**src/rtl/frame_sync.sv**
```systemverilog
// rtl/frame_sync.sv - 802.15.4 receive frame synchroniser: preamble/SFD hunt, length check, nibble packing
// Bits arrive one per inValid strobe; payload nibbles are written toward the output FIFO.
module frame_sync #(
  parameter int         PREAMBLE_BITS = 32,
  parameter logic [7:0] SFD           = 8'hA7,
  parameter int         MAX_LEN       = 127
) (
  input  logic       inClock,
  input  logic       inReset,
  input  logic       inData,
  input  logic       inValid,
  input  logic       inFifoFull,
  output logic [3:0] outData,
  output logic       outWriteEnable,
  output logic       outSync,
  output logic [6:0] outLength,
  output logic       outFrameDone,
  output logic       outLengthError,
  output logic       outOverflow
);

  localparam logic [1:0] ST_HUNT     = 2'd0;
  localparam logic [1:0] ST_SFD_WAIT = 2'd1;
  localparam logic [1:0] ST_LEN      = 2'd2;
  localparam logic [1:0] ST_PAYLOAD  = 2'd3;

  localparam logic [5:0] PRE_CNT   = 6'(PREAMBLE_BITS);
  localparam logic [7:0] MAX_LEN_8 = 8'(MAX_LEN);

  logic [1:0] r_state;
  logic [5:0] r_zero_cnt;
  logic       r_win_active;
  logic [2:0] r_bit_cnt;
  logic [7:0] r_shift;
  logic [7:0] r_nib_cnt;
  logic [3:0] r_data;
  logic       r_we;
  logic       r_sync;
  logic [6:0] r_length;
  logic       r_done;
  logic       r_lerr;
  logic       r_ovf;

  // Right shift with MSB insertion: after N bits the first bit sits at position 8-N.
  logic [7:0] w_shift_next;
  logic [6:0] w_len;
  logic       w_len_ok;
  logic [7:0] w_nib_next;
  logic [7:0] w_nib_total;

  assign w_shift_next = {inData, r_shift[7:1]};
  assign w_len        = w_shift_next[6:0];
  assign w_len_ok     = (w_len != 7'd0) && ({1'b0, w_len} <= MAX_LEN_8);
  assign w_nib_next   = r_nib_cnt + 8'd1;
  assign w_nib_total  = {r_length, 1'b0};

  always_ff @(posedge inClock or posedge inReset) begin
    if (inReset) begin
      r_state      <= ST_HUNT;
      r_zero_cnt   <= 6'd0;
      r_win_active <= 1'b0;
      r_bit_cnt    <= 3'd0;
      r_shift      <= 8'd0;
      r_nib_cnt    <= 8'd0;
      r_data       <= 4'd0;
      r_we         <= 1'b0;
      r_sync       <= 1'b0;
      r_length     <= 7'd0;
      r_done       <= 1'b0;
      r_lerr       <= 1'b0;
      r_ovf        <= 1'b0;
    end else begin
      r_we   <= 1'b0;
      r_done <= 1'b0;
      r_lerr <= 1'b0;
      r_ovf  <= 1'b0;
      if (inValid) begin
        case (r_state)
          ST_HUNT: begin
            if (inData) begin
              r_zero_cnt <= 6'd0;
            end else if (r_zero_cnt != PRE_CNT) begin
              r_zero_cnt <= r_zero_cnt + 6'd1;
              if (r_zero_cnt + 6'd1 == PRE_CNT) begin
                r_state      <= ST_SFD_WAIT;
                r_win_active <= 1'b0;
                r_bit_cnt    <= 3'd0;
              end
            end
          end
          ST_SFD_WAIT: begin
            // Leading zeros beyond the preamble are absorbed until the first 1 opens the window.
            if (r_win_active || inData) begin
              r_shift      <= w_shift_next;
              r_win_active <= 1'b1;
              r_bit_cnt    <= r_bit_cnt + 3'd1;
              if (r_bit_cnt == 3'd7) begin
                r_win_active <= 1'b0;
                r_bit_cnt    <= 3'd0;
                if (w_shift_next == SFD) begin
                  r_state <= ST_LEN;
                  r_sync  <= 1'b1;
                end else begin
                  r_state    <= ST_HUNT;
                  r_zero_cnt <= 6'd0;
                end
              end
            end
          end
          ST_LEN: begin
            r_shift   <= w_shift_next;
            r_bit_cnt <= r_bit_cnt + 3'd1;
            if (r_bit_cnt == 3'd7) begin
              r_bit_cnt <= 3'd0;
              if (w_len_ok) begin
                r_length  <= w_len;
                r_nib_cnt <= 8'd0;
                r_state   <= ST_PAYLOAD;
              end else begin
                r_lerr     <= 1'b1;
                r_sync     <= 1'b0;
                r_state    <= ST_HUNT;
                r_zero_cnt <= 6'd0;
              end
            end
          end
          ST_PAYLOAD: begin
            r_shift   <= w_shift_next;
            r_bit_cnt <= r_bit_cnt + 3'd1;
            if (r_bit_cnt[1:0] == 2'd3) begin
              if (inFifoFull) begin
                r_ovf      <= 1'b1;
                r_sync     <= 1'b0;
                r_state    <= ST_HUNT;
                r_zero_cnt <= 6'd0;
                r_bit_cnt  <= 3'd0;
              end else begin
                r_data    <= w_shift_next[7:4];
                r_we      <= 1'b1;
                r_nib_cnt <= w_nib_next;
                if (w_nib_next == w_nib_total) begin
                  r_done     <= 1'b1;
                  r_sync     <= 1'b0;
                  r_state    <= ST_HUNT;
                  r_zero_cnt <= 6'd0;
                  r_bit_cnt  <= 3'd0;
                end
              end
            end
          end
          default: r_state <= ST_HUNT;
        endcase
      end
    end
  end

  assign outData        = r_data;
  assign outWriteEnable = r_we;
  assign outSync        = r_sync;
  assign outLength      = r_length;
  assign outFrameDone   = r_done;
  assign outLengthError = r_lerr;
  assign outOverflow    = r_ovf;

endmodule

```
**config.mk**
```make
export PLATFORM = sky130hd
export DESIGN_NAME = frame_sync
export DESIGN_NICKNAME = d
export VERILOG_FILES = /design/src/rtl/frame_sync.sv
export SDC_FILE = /design/constraint.sdc
export NUM_CORES = 1
export LEC_CHECK = 0
export BUFFER_PORTS_ARGS = -buffer_cell sky130_fd_sc_hd__buf_2
export CORE_MARGIN = 1.5
export CORE_UTILIZATION = 30
export CTS_BUF_LIST = sky130_fd_sc_hd__clkbuf_4
export DETAILED_ROUTE_END_ITERATION = 10
export SLEW_MARGIN = 20
export SYNTH_ARGS = -nofsm -noshare
export SYNTH_HDL_FRONTEND = slang
export SYNTH_SLANG_ARGS = --single-unit
```
**constraint.sdc**
```tcl
create_clock -name inClock -period 2.7 [get_ports inClock]
set_input_delay 0.675 -clock inClock [delete_from_list [all_inputs] [get_ports inClock]]
set_output_delay 0.675 -clock inClock [all_outputs]
set_load 0.05 [all_outputs]
```
==> metrics.md <==
| Metric | Value |
|---|---|
| Post-synth top flop | dfrtp_1 |
| CTS tree | yes |
| Initial antenna violation count | 0 |
| Total Power | 1.87 mW |
| Reg2reg path depth | 7 |
| Fillers | 846 |
| Int Pwr | 1.25 mW |
| Sequential Power Share | 46.1% |
| Endpoint class of the critical path | flip-flop |
| Final slew viol count | 0 |
| Vias per cell | 5.24 |
| Final ANT Viol Nets | 0 |
| Setup repair after global routing missed its margin | false |
| Worst-path clk slew | 0.14 ns |
| Die area | 8950 µm² |
| Largest net degree at the start of global routing | 44 |
| Clock power share | 27.4% |
| Ys async rst share | 100% |
| Max-cap viol count | 0 |
| Port Buffers | 20 |
| Core ar. | 8180 µm² |
| Min Hold Slack | 0.411 ns |
| DRT iter0 DRCs | 125 |
| Crit start category | flip-flop |
| H-tree depth | 2 |
| Syn_area_per_cell | 10.3 µm² |
| Area of the multi-input gates | 1340 µm² |
| Post-Synthesis Cell Area | 2520 µm² |
| YS warnings | 0 |
| Crit-path max FO | 8 |
| Register area | 1080 µm² |
| Initial Utilization | 30.8% |
| Share of layout cells above drive strength 1 | 24.2% |
| Clk Latency, worst-skew pair | 0.37 ns |
| Initial DRT Pass Iterations | 4 |
| Crit share post-route | 91.1% |
| Maximum vdd drop | 0.463 mV |
| Clock Sinks | 43 |
| Sequential share of the synthesized area | 42.7% |
| Final net count | 284 |
| Syn Inst Count | 244 |
| Syn Nets | 260 |
| Post-cts repair resize count | 0 |
| Gate power share | 26.5% |
| Power Dens Cells | 656 nW/µm² |
| WS Path Type | flip-flop to flip-flop |
| Utilization after layout | 34.8% |
| Avg WL per Cell | 14.7 µm |
| WP data required | 2.96 ns |
| Number of flops mapped to enable cells by yosys | 0 |
| Routed vias | 1960 |
| Reg-to-reg critical path startpoint | r_nib_cnt[0] |
| Max Clk Rate | 0.406 GHz |
| Post-DP HPWL | 4030 µm |
| Placed instance area | 2740 µm² |
| Remaining DRCs | 0 |
| Switching share of power | 33.1% |
| Worst EP arrival | 2.72 ns |
| R2R setup slack | 0.24 ns |
| Setup TNS | 0 ns |
| Final setup fails | 0 |
| Die height | 94.6 µm |
| Ant. Diodes | 0 |
| Endpoints failing hold | 0 |
| TritonCTS Buffers | 5 |
| Max-Slew Margin vs Limit | 58.4% |
| Worst R2R End | r_state[1] |
| First-pass GRT wire length | 9470 µm |
| Worst-Margin Slew | 0.622 ns |
| Synthesis-stage register bit count | 43 |
| Outcome | finished clean |
| Grt ovf | 0 |
| Clk root buf | clkbuf_4 |
| Max clock buf depth | 2 |
| Hold-fix buffers at CTS | 0 |
| # rows | 33 |
| Overall Global Routing Usage | 13.4% |
| Drt total wl | 5500 µm |
| Design area | 2850 µm² |
| P&R area growth vs syn | 13.1% |
| Yosys cell types | 56 |
| Vias in the first global route | 1889 |
| Top-Level Pins | 21 |
| Leakage power | 1.24 nW |
| Post-Route Skew | 0.0160 ns |
| Post-CTS Setup Inserts | 0 |
| Psw | 619 µW |
| GP Congestion | 0.873 |
| Die width | 94.6 µm |
| Min cycle time layout | 2.46 ns |
| HP Class | input pin to async pin |
layout by cell type (no fill, tap or decap), types with 3 or more instances in the layout:
cell / n
a21oi_1: 8
xor2_1: 3
inv_1: 15
ha_1: 11
nor2_1: 12
buf_4: 4
o31ai_1: 5
nand4_1: 4
nor3_1: 8
nand2b_1: 4
or3_1: 3
clkbuf_4: 5
buf_2: 20
mux2_2: 17
a31oi_1: 3
and3_1: 3
o21ai_0: 17
nand3_1: 7
o41ai_1: 3
dfrtp_1: 43
xnor2_1: 6
nand2_1: 18
cell usage after synthesis (3+ instances only):
master | count | area share, %
clkbuf_1 | 5 | 0.75
o41ai_1 | 3 | 1.0
dfrtp_1 | 43 | 43
o21ai_0 | 17 | 3.4
nand2_1 | 18 | 2.7
a31oi_1 | 3 | 0.75
nand3_1 | 7 | 1.4
inv_1 | 16 | 2.4
nand4_1 | 4 | 0.99
o31ai_1 | 5 | 1.5
xor2_1 | 3 | 1.0
and3_1 | 3 | 0.75
or3_1 | 3 | 0.75
xnor2_1 | 6 | 2.1
mux2_2 | 17 | 7.6
nor2_1 | 12 | 1.8
a21oi_1 | 8 | 1.6
nand2b_1 | 4 | 0.99
ha_1 | 11 | 5.5
nor3_1 | 8 | 1.6
critical path: stages (launching register included):
cell	delay (ns)
dfrtp_1	0.48
ha_1	0.23
nand3_2	0.15
nor3_1	0.16
and4bb_2	0.29
o311ai_4	0.48
a211o_1	0.23
mux2_1	0.32
state kept, by name, summed over array words and instances (netlist names):
signal          cells
outFrameDone        1
r_shift             7
r_zero_cnt          6
r_win_active        1
outLengthError      1
outData             4
r_bit_cnt           3
outSync             1
outOverflow         1
outWriteEnable      1
outLength           7
r_nib_cnt           8
r_state             2
power groups by stage:
| stage | Clock (mW) | Sequential, mW | Combinational [mW] |
|---|---|---|---|
| finish | 0.512 | 0.861 | 0.495 |
| CTS | 0.528 | 0.864 | 0.495 |
| detailed placement | 0 | 0.878 | 0.493 |
| floorplan | 0 | 0.861 | 0.373 |
| global route | 0.553 | 0.882 | 0.551 |
| global placement | 0 | 0.875 | 0.477 |
logic make-up after synthesis:
kind of cell,synth area share [%]
AO/OA/AOI/OAI,16.6
buffers and inverters,4.02
XOR/XNOR,3.13
multiplexers,9.29
AND/OR/NAND/NOR,18.8
adder cells (fa/ha/maj),5.46
flip-flops,42.7
how the worst max path moves through the flow:
| stage | start | end | depth (start not counted) |
|---|---|---|---|
| floorplan | r_nib_cnt[0] | r_state[0] | 7 |
| global placement | r_nib_cnt[0] | r_state[0] | 7 |
| detailed placement | r_nib_cnt[0] | r_state[1] | 7 |
| CTS | r_nib_cnt[0] | r_state[1] | 7 |
| global route | r_nib_cnt[0] | r_zero_cnt[0] | 7 |
| finish | r_nib_cnt[0] | r_state[1] | 7 |
cell type report:
type | instances | share of cell area [%]
clock buffers | 5 | 1.32
multi-input cells | 177 | 47.1
repair buffers | 24 | 4.57
clock inverters | 3 | 2.37
inverters | 17 | 2.24
well taps | 105 | 4.61
flip-flops and latches | 43 | 37.8
per-stage QoR:
stage	std cells	setup WS (ns)
2_1_floorplan	244	0.344
3_3_place_gp	366	0.359
3_5_place_dp	366	0.294
4_1_cts	374	0.255
5_1_grt	374	0.0853
6_report	374	0.240
layer usage:
| metal | routed length [µm] | part of all wire (%) | global-route usage [%] |
|---|---|---|---|
| met1 | 2740 | 50 | 19.6 |
| met2 | 2440 | 44 | 20.1 |
| met3 | 252 | 4.6 | 1.85 |
| met4 | 65 | 1.2 | 4.60 |
| met5 | 0 | 0 | 0 |
(Power assumes the default switching activity.)
